<file path="src/rtl/interleave_l2_mux.sv">
// Level-2 interleave mux: takes a lane pair from the L1 stage and serializes it
// as lane 0 then lane 1 onto an 8-bit output. Invalid lanes are skipped.
// Outputs are Moore and come from the state and hold registers only.
module interleave_l2_mux (
  input  logic       clk_4f,
  input  logic       reset_L,
  input  logic       in_load,
  input  logic       valid0_in,
  input  logic       valid1_in,
  input  logic [7:0] data0_in,
  input  logic [7:0] data1_in,
  output logic       in_ready,
  output logic       valid_out,
  output logic [7:0] data_out,
  output logic       lane_sel,
  output logic [7:0] byte_count
);

  typedef enum logic [1:0] {StIdle, StSend0, StSend1} state_e;

  state_e     state_q, state_d;
  logic       hv0_q, hv1_q;
  logic [7:0] hd0_q, hd1_q;
  logic [7:0] byte_count_q;
  logic       accept;

  // Ready whenever the current cycle is the last byte of the held pair (or nothing is held).
  always_comb begin
    in_ready = 1'b0;
    if (reset_L) begin
      unique case (state_q)
        StIdle:  in_ready = 1'b1;
        StSend0: in_ready = ~hv1_q;
        StSend1: in_ready = 1'b1;
        default: in_ready = 1'b0;
      endcase
    end
  end

  assign accept = in_load & in_ready;

  // Next state: a new accept takes priority so a last-send cycle chains without a bubble.
  always_comb begin
    state_d = StIdle;
    if (accept) begin
      if (valid0_in) begin
        state_d = StSend0;
      end else if (valid1_in) begin
        state_d = StSend1;
      end else begin
        state_d = StIdle;
      end
    end else begin
      unique case (state_q)
        StIdle:  state_d = StIdle;
        StSend0: state_d = hv1_q ? StSend1 : StIdle;
        StSend1: state_d = StIdle;
        default: state_d = StIdle;
      endcase
    end
  end

  // Moore outputs decoded from state and hold registers.
  always_comb begin
    valid_out = 1'b0;
    data_out  = 8'h00;
    lane_sel  = 1'b0;
    unique case (state_q)
      StIdle: begin
        valid_out = 1'b0;
      end
      StSend0: begin
        valid_out = hv0_q;
        data_out  = hd0_q;
        lane_sel  = 1'b0;
      end
      StSend1: begin
        valid_out = hv1_q;
        data_out  = hd1_q;
        lane_sel  = 1'b1;
      end
      default: begin
        valid_out = 1'b0;
      end
    endcase
  end

  assign byte_count = byte_count_q;

  // State, hold registers and emitted-byte counter; reset discards any in-flight pair.
  always_ff @(posedge clk_4f) begin
    if (!reset_L) begin
      state_q      <= StIdle;
      hv0_q        <= 1'b0;
      hv1_q        <= 1'b0;
      hd0_q        <= 8'h00;
      hd1_q        <= 8'h00;
      byte_count_q <= 8'h00;
    end else begin
      state_q <= state_d;
      if (accept) begin
        hv0_q <= valid0_in;
        hv1_q <= valid1_in;
        hd0_q <= data0_in;
        hd1_q <= data1_in;
      end
      if (valid_out) begin
        byte_count_q <= byte_count_q + 8'd1;
      end
    end
  end

endmodule

</file>
<file path="config.mk">
export PLATFORM = sky130hd
export DESIGN_NAME = interleave_l2_mux
export DESIGN_NICKNAME = d
export VERILOG_FILES = /design/src/rtl/interleave_l2_mux.sv
export SDC_FILE = /design/constraint.sdc
export NUM_CORES = 1
export LEC_CHECK = 0
export ABC_CLOCK_PERIOD_IN_PS = 3050
export CAP_MARGIN = 20
export CORE_ASPECT_RATIO = 1.25
export CORE_MARGIN = 3
export CORE_UTILIZATION = 50
export DETAILED_ROUTE_END_ITERATION = 10
export HOLD_SLACK_MARGIN = 0.1
export MAX_ROUTING_LAYER = met4
export PLACE_DENSITY = 0.84
export SLEW_MARGIN = 10
export SYNTH_ARGS = -nofsm -noshare
export SYNTH_HDL_FRONTEND = slang
export SYNTH_SLANG_ARGS = --single-unit
</file>
<file path="constraint.sdc">
create_clock -name clk_4f -period 3.05 [get_ports clk_4f]
set_input_delay 0.915 -clock clk_4f [delete_from_list [all_inputs] [get_ports clk_4f]]
set_output_delay 0.915 -clock clk_4f [all_outputs]
set_load 0.01 [all_outputs]
</file>
==> run_results.csv, run 1 <==
group,metric,value,unit
final_layout,diodes,0,
synth,yosysSeqAreaShare,41.7,%
die,die_y,64.0,µm
synth,yosysTopAreaCell,"dfxtp_1",
run_status,status,"completed",
drt,wl_per_cell,13.2,µm
final_layout,layout_commonest_cell,"clkdlybuf4s50_1",
global_routing,grtUsageTotal,20.4,%
final_layout,fin_cells,231,
sta,worst_pin_slew,0.597,ns
sta,fin_crit_sh,94.8,%
final_layout,most-common-layout-cells,"clkdlybuf4s50_1 (30), dfxtp_1 (26), inv_1 (22), nand2_1 (22), mux2i_1 (20)",
synth,syn_avg_cell_area,8.61,µm²
setup_path,cp-startpoint,"reset_L",
synth,synth_nets,182,
die,fp.coreArea,0.00250,mm²
sta,slew_headroom,60.1,%
worst_hold_path,hp-class,"reg2reg",
placed_design,dp.cells,225,
setup_path,cp.required,2.13,ns
cts,hold_buffers,0,
synth,ys_types,24,
cts,cts_tree,"built",
synth,synth_area,0.00134,mm²
sta,rsz0062_at_grt,"no",
placed_design,hpwlAfterDp,2270,µm
flow_run,cap_viol_max_count,0,
setup_path,reg2reg_depth,5,
drt,vias,1217,
global_routing,grt_max_degree,23,
power_and_ir_drop,power_density,348,mW/mm²
cts,clk_pin_slew,0.13,ns
global_routing,antenna_found_initial,0,
drt,drt_pre_antenna_iters,4,
global_routing,grt.overflow.total,0,
setup_path,critical_path_arrival,1.98,ns
global_routing,grt_pass1_vias,1241,
final_layout,nNetsFinal,226,
die,rows,20,
synth,synth_top_area_share,41.7,%
sta,finalSetupViolCount,0,
die,start_util,53.7,%
cts,cts_htree_levels,1,
power_and_ir_drop,vdd_drop_max,0.393,mV
cts,cts.sinks,28,
worst_hold_path,whs_path_depth,2,
cts,cts_buffer_depth,2,
global_routing,grt_pass1_wl,5120,µm
placed_design,place_area,0.00180,mm²
synth,yosysWarnings,0,
drt,via_per_inst,5.27,
sta,period_minus_slack,2.89,ns
sta,slew_viol_final,0,
sta,fmax,346,MHz
drt,postRouteAntennaNets,0,
final_layout,final_area,0.00187,mm²
cts,cts_root_buf,"clkbuf_4",
final_layout,drive_gt1_share,9.60,%
drt,drc,0,
cts,cts_made_buffers,3,
sta,fin_skew,0.00212,ns
setup_path,critPathLaunchType,"input pin",
die,top_level_ports,40,
sta,hold_violations,0,
final_layout,area_delta_synth_final,39.3,%
setup_path,crit_fanout,2,
cts,clk_latency,0.32,ns
placed_design,port_buffers,39,
die,die_width,52.4,µm
sta,setup_tns,0,ns
placed_design,gp_congestion,0.718,
synth,ys_seq_elements,28,
final_layout,final_core_util,74.8,%
setup_path,reg2reg_from,"state_q[0]",
drt,routed_wl,3040,µm
setup_path,critPathCaptureType,"output port",
setup_path,critPathKind,"in2out",
die,die_area,0.00335,mm²
synth,netlist_top_cells_area,"dfxtp_1 (42%), mux2i_1 (15%), inv_1 (6.4%)",
synth,syn_inst,156,
worst_hold_path,hp-start,"hd0_q[2]",
drt,drt_iter0_markers,24,
power_and_ir_drop,p_leak,0.953,nW
## registers in the layout, summed over array words and instances (netlist names)
register	cells
state_q	2
hv1_q	1
byte_count	8
hv0_q	1
hd1_q	8
hd0_q	8
## where the power goes
part / internal [mW] / switching [mW] / leakage, nW
Combinational: 0.0581 / 0.0483 / 0.709
Clock: 0.0462 / 0.0991 / 0.0138
Sequential: 0.387 / 0.0119 / 0.230
## final timing paths
check	end	slack, ns
worst max-delay path	in_ready	0.16
worst min-delay path	hd0_q[2]	0.47
worst max register to register	hd0_q[0]	1.18
worst min register to register	hd0_q[2]	0.47
## cells in the mapped netlist
cell      instances
dfxtp_1          28
inv_1            23
nand2_1          22
mux2i_1          20
nor2_1           10
a22oi_1           8
a21oi_1           7
ha_1              5
buf_2             4
o31ai_1           4
or4_1             4
clkbuf_1          3
nand3_1           3
o21ai_0           3
nor2b_1           2
or3_1             2
a22oi_2           1
buf_4             1
nand2b_1          1
nand3b_1          1
nand4_1           1
nor4b_2           1
o311ai_1          1
o31a_1            1
## critical path, stage by stage
cell             delay, ns
clkdlybuf4s50_1       0.47
nor2b_1               0.17
o31a_1                0.15
dlygate4sd2_1         0.27
## logic make-up after synthesis
logic type / synth area share (%)
and+or+nand+nor: 16.8
buffers and inverters: 9.31
adders and majority gates: 4.66
muxes: 14.9
AOI/OAI and AO/OA: 12.7
DFF: 41.7
## final cells by class
class                   count  area, µm²
clock buffers               3       22.5
fillers                   191        631
inverters                  23       90.1
multi-input cells          97        681
flip-flops and latches     28        563
well taps                  33       41.3
repair buffers             47        474
## through the flow
stage	hold slack, ns	power (mW)	setup WS (ns)
after floorplan	0.438	0.457	0.776
after global placement	0.444	0.501	-0.0781
after detailed placement	0.456	0.509	-0.129
after CTS	0.474	0.651	0.00717
after global routing	0.490	0.687	0.0436
final	0.473	0.651	0.159
## per-layer routing
layer	track usage, %	part of all wire, %
met5	-	0
met4	7.67	1.2
met3	3.03	4.8
met2	36.0	54
met1	22.5	40
## what timing repair did
item / CTS / global route
cloned: 0 / 0
gates resized for setup: 1 / 13
buffers inserted: 0 / 3
endpoints found under the setup margin: 1 / 9
pin swaps: 0 / 0
No activity file was read; power rests on OpenSTA's default activity.
==> run 2, diff against run 1 <==
GPL_ROUTABILITY_DRIVEN = 0   (was default)
==> results of run 2 <==
Final layout, timing and power as in run 1 (identical DEF).
